[src/rtl/decode_stage.sv]
// Instruction-decode stage: register file with write-through bypass, load-use hazard
// detection, ID/EX pipeline register and a saturating stall-cycle counter.
module decode_stage #(
  parameter int DATA_W = 32,
  parameter int CNT_W  = 16
) (
  input  logic              clk,
  input  logic              rst,
  input  logic              in_valid,
  input  logic [4:0]        OPcode,
  input  logic [2:0]        ALUop,
  input  logic [4:0]        Rs1,
  input  logic [4:0]        Rs2,
  input  logic [4:0]        Rd,
  input  logic [15:0]       Imm,
  input  logic [26:0]       Address,
  input  logic              flush,
  input  logic              ex_valid,
  input  logic              ex_mem_read,
  input  logic [4:0]        ex_rd,
  input  logic              wb_we,
  input  logic [4:0]        wb_rd,
  input  logic [DATA_W-1:0] wb_data,
  output logic              stall,
  output logic              id_valid,
  output logic [4:0]        id_opcode,
  output logic [2:0]        id_aluop,
  output logic [4:0]        id_rs1,
  output logic [4:0]        id_rs2,
  output logic [4:0]        id_rd,
  output logic [DATA_W-1:0] id_rs1_data,
  output logic [DATA_W-1:0] id_rs2_data,
  output logic [DATA_W-1:0] id_imm,
  output logic [26:0]       id_address,
  output logic [CNT_W-1:0]  stall_count
);

  logic [DATA_W-1:0] rf [32];
  logic [DATA_W-1:0] rs1_val;
  logic [DATA_W-1:0] rs2_val;
  logic              wb_hit;
  logic              hz;

  assign wb_hit = wb_we && (wb_rd != 5'd0);

  // Write-through: a same-cycle write-back is visible to the read in decode.
  always_comb begin
    rs1_val = rf[Rs1];
    rs2_val = rf[Rs2];
    if (wb_hit && (wb_rd == Rs1)) rs1_val = wb_data;
    if (wb_hit && (wb_rd == Rs2)) rs2_val = wb_data;
    if (Rs1 == 5'd0) rs1_val = '0;
    if (Rs2 == 5'd0) rs2_val = '0;
  end

  assign hz = in_valid && ex_valid && ex_mem_read && (ex_rd != 5'd0) &&
              ((ex_rd == Rs1) || (ex_rd == Rs2));
  assign stall = hz && !flush;

  always_ff @(posedge clk or posedge rst) begin
    if (rst) begin
      for (int i = 0; i < 32; i++) rf[i] <= '0;
    end else if (wb_hit) begin
      rf[wb_rd] <= wb_data;
    end
  end

  always_ff @(posedge clk or posedge rst) begin
    if (rst) begin
      id_valid    <= 1'b0;
      id_opcode   <= '0;
      id_aluop    <= '0;
      id_rs1      <= '0;
      id_rs2      <= '0;
      id_rd       <= '0;
      id_rs1_data <= '0;
      id_rs2_data <= '0;
      id_imm      <= '0;
      id_address  <= '0;
    end else if (flush || stall) begin
      id_valid    <= 1'b0;
      id_opcode   <= '0;
      id_aluop    <= '0;
      id_rs1      <= '0;
      id_rs2      <= '0;
      id_rd       <= '0;
      id_rs1_data <= '0;
      id_rs2_data <= '0;
      id_imm      <= '0;
      id_address  <= '0;
    end else begin
      id_valid    <= in_valid;
      id_opcode   <= OPcode;
      id_aluop    <= ALUop;
      id_rs1      <= Rs1;
      id_rs2      <= Rs2;
      id_rd       <= Rd;
      id_rs1_data <= rs1_val;
      id_rs2_data <= rs2_val;
      id_imm      <= {{(DATA_W-16){Imm[15]}}, Imm};
      id_address  <= Address;
    end
  end

  always_ff @(posedge clk or posedge rst) begin
    if (rst) begin
      stall_count <= '0;
    end else if (stall && (stall_count != {CNT_W{1'b1}})) begin
      stall_count <= stall_count + CNT_W'(1);
    end
  end

endmodule

[config.mk]
export PLATFORM = sky130hd
export DESIGN_NAME = decode_stage
export DESIGN_NICKNAME = d
export VERILOG_FILES = /design/src/rtl/decode_stage.sv
export SDC_FILE = /design/constraint.sdc
export NUM_CORES = 2
export LEC_CHECK = 0
export ABC_CLOCK_PERIOD_IN_PS = 57500
export BUFFER_PORTS_ARGS = -buffer_cell sky130_fd_sc_hd__buf_4
export CORE_MARGIN = 10
export CORE_UTILIZATION = 35
export CTS_CLUSTER_DIAMETER = 80
export DETAILED_ROUTE_END_ITERATION = 8
export PLACE_DENSITY_LB_ADDON = 0.3
export SLEW_MARGIN = 10
export SYNTH_ARGS = -nofsm -noshare
export SYNTH_HDL_FRONTEND = slang
export SYNTH_SLANG_ARGS = --single-unit
[constraint.sdc]
create_clock -name clk -period 57.5 [get_ports clk]
set_input_delay 11.5 -clock clk [delete_from_list [all_inputs] [get_ports clk]]
set_output_delay 11.5 -clock clk [all_outputs]
set_load 0.02 [all_outputs]
==> results_dict.tcl <==
set metrics [dict create \
    cts_tree "yes" \
    relSlewSlack 0.172 \
    timing.critical_path.to_type "output port" \
    drive_gt1_frac 0.438 \
    power.internal_mw 1.72 \
    timing.clock.skew_ns 0.0259 \
    fp.coreArea_sq_mm 0.169 \
    fillers 15600 \
    routed_via_density 5.91 \
    grt_setup_unrepaired "false" \
    share_seq_of_total_power 0.453 \
    finalMaxSlewViolations 0 \
    wl_per_cell_um 29.3 \
    setup-tns-final_ns 0 \
    power.static_leakage_nw 30.0 \
    report.final.hold_viol_count 0 \
    setup_viol_count_final 0 \
    post_synth.cell_area_avg_sq_um 14.0 \
    swShare 0.271 \
    cts_sinks 1171 \
    std_cell_rows 151 \
    total_switching_power_mw 0.638 \
    total_number_of_yosys_warnings 0 \
    synth_largest_type_area_fraction 0.493 \
    vertical_die_dimension_um 432 \
    die-area_sq_mm 0.187 \
    synth_top_cells_by_area "dfrtp_1 (49%), mux2_2 (18%), mux4_2 (12%)" \
    top_level_ports 279 \
    vias 38800 \
    setup.worst_path.start_class "primary input" \
    drt_pass1_iterations 6 \
    timing_worst_setup_path_type "in -> out" \
    proportion_of_synthesized_chip_area_in_sequential_cells 0.493 \
    initial_utilization 0.351 \
    whs_ns 0.401 \
    grt_pass1_wl_um 282000 \
    combPwrFrac 0.180 \
    place.detailed.hpwl_um 111000 \
    finalWirelength_um 192000 \
    antenna_violations_before_repair 9 \
    postCtsResizedCells 0 \
    io_buffers 278 \
    syn-instance-count 4228 \
    final_cells 6568 \
    hold_buffers 0 \
    critical_path.slowest_cell "buf_4" \
    post-cts-setup-buffer-count 0 \
    cp_cell_sequence "buf_4, xor2_1, nor3_1, a22oi_1, nor3_1, buf_4" \
    syn_nets 4344 \
    cts_root_buffer "clkbuf_16" \
    async_flop_share 1.00 \
    synth_commonest_cells "dfrtp_1 (1171), mux2_2 (942), mux2i_1 (375)" \
    cts_max_level 4 \
    synthesized_flop_and_latch_total 1171 \
    crit_path_max_fanout 43 \
    ir_worst_vdd_v 0.0000226 \
    worst_stage_delay_on_the_critical_path_ns 0.63 \
    clock_path_buffers 3 \
    synth_top_area_cell "dfrtp_1" \
    power_density_mw_per_mm2 34.9 \
    initialDrtViolationCount 3687 \
    drc 0 \
    max_slew.worst_pin.slew_ns 1.24 \
    area_growth_pct 13.8 \
    routed_antenna_nets 0 \
    overall_die_width_um 432 \
    pin_count_of_the_biggest_net_entering_global_routing 152 \
    clk_transition_reported_paths_ns 0.06 \
    cp_data_arrival_time_ns 13.06 \
    post_synth_num_cell_types 48 \
    worstSkewPairLatency_ns 0.78 \
    gr-total-overflow 0 \
    status "finished, final reports clean" \
    post-route-min-period_ns 24.56 \
    synth_edf_count 0 \
    hp-class "reg -> reg" \
    synthesis.area_sq_mm 0.0594 \
    dpl.cell_count 6334 \
    max_cap_viols 0 \
    grt_use_total 0.202 \
    max_freq_mhz 40.7 \
    totalPowerFinal_mw 2.36 \
    first_global_vias 40400 \
    period_utilization_post_route 0.427 \
    critPathRequiredTime_ns 46.00 \
    gp_congestion 0.796 \
    final_net_count 4368 \
    ys_dominant_reg_cell "dfrtp_1" \
    synthMostInstantiatedCell "dfrtp_1" \
    tritoncts.num_buffers 134 \
    share_clk_of_total_power 0.367 \
]
==> routing by layer <==
layer  global-route usage  vias to the layer above  part of all wire
met5                    0                        -                 0
met4               0.0829                        0             0.042
met3               0.0388                      444             0.064
met2                0.333                     1418              0.48
met1                0.260                    20800              0.41
li1                     -                    16100                 -
==> final timing paths <==
kind,startpoint,slack (ns),cells past startpoint,to
worst min-delay path,rf[1022]$_DFFE_PP0P_,0.40,0,rf[1022]$_DFFE_PP0P_
worst max-delay path,Rs2[4],32.94,6,stall
worst min register to register,rf[1022]$_DFFE_PP0P_,0.40,0,rf[1022]$_DFFE_PP0P_
max in group asynchronous,rst,42.25,6,rf[490]$_DFFE_PP0P_
min in group asynchronous,rst,10.93,2,id_rd[2]$_DFF_PP0_
worst max register to register,stall_count[0]$_DFFE_PP0P_,55.11,7,stall_count[8]$_DFFE_PP0P_
==> worst max-delay path, delay by kind of cell <==
family	cells	cell delay [ns]
AOI/OAI and AO/OA	1	0.18
xor gates and xnor gates	1	0.15
buffers and inverters	2	0.80
and+or+nand+nor	2	0.41
==> final cells by class <==
class                   count  area (sq um)  area share
clock inverters            35           420     0.00622
inverters                   3          18.8    0.000278
multi-input cells        2572         28300       0.418
flip-flops and latches   1171         29300       0.433
well taps                2218          2780      0.0410
diodes                      1          2.50   0.0000370
repair buffers            370          2830      0.0419
clock buffers             198          3980      0.0589
==> placed cells by master, fill, tap and decap left out, types with 7 or more instances in the layout <==
master / n
and4_1: 33
dfrtp_1: 1171
nand3_1: 70
a22o_1: 62
o21ai_0: 113
nor2_4: 19
mux4_2: 326
buf_4: 364
mux2_2: 942
clkbuf_16: 140
and3_1: 8
a22oi_1: 125
inv_6: 8
nor3_1: 35
bufinv_16: 7
and2_1: 68
clkbuf_8: 28
a221oi_1: 125
nand2_1: 29
xor2_1: 16
clkbuf_1: 32
nor2_1: 69
mux2i_1: 375
nand4_1: 38
mux2_1: 35
xnor2_1: 19
nand2_2: 9
clkinv_2: 14
==> cells by family after synthesis <==
family | Yosys count | synth area share
buffers and inverters | 485 | 0.0358
AND/OR/NAND/NOR | 424 | 0.0393
AO/OA/AOI/OAI | 434 | 0.0541
adder cells (fa/ha/maj) | 1 | 0.000211
XOR/XNOR | 35 | 0.00516
flip-flops | 1171 | 0.493
multiplexers | 1678 | 0.372
==> flip-flops by register name, summed over array words and instances, names as in the netlist <==
| name | count |
|---|---|
| id_rd | 5 |
| id_rs1 | 5 |
| id_rs2 | 5 |
| id_rs1_data | 32 |
| id_aluop | 3 |
| id_imm | 16 |
| id_rs2_data | 32 |
| id_valid | 1 |
| stall_count | 16 |
| id_opcode | 5 |
| id_address | 27 |
| rf | 1024 |
==> power groups by stage <==
stage	sequential, mW	clock [mW]	combinational, mW
after detailed placement	1.08	0	0.426
after global routing	1.09	0.917	0.457
after floorplan	1.06	0	0.321
after CTS	1.07	0.883	0.426
final	1.07	0.866	0.423
after global placement	1.07	0	0.417
==> metrics by stage <==
step | instance area, sq um | setup WS (ns) | util
CTS | 67600 | 32.92 | 0.400
detailed placement | 63200 | 32.92 | 0.374
global placement | 63200 | 32.87 | 0.374
floorplan | 59400 | 13.02 | -
global route | 67600 | 32.81 | 0.400
finish | 67600 | 32.94 | 0.400
No activity file was read; power rests on OpenSTA's default activity.
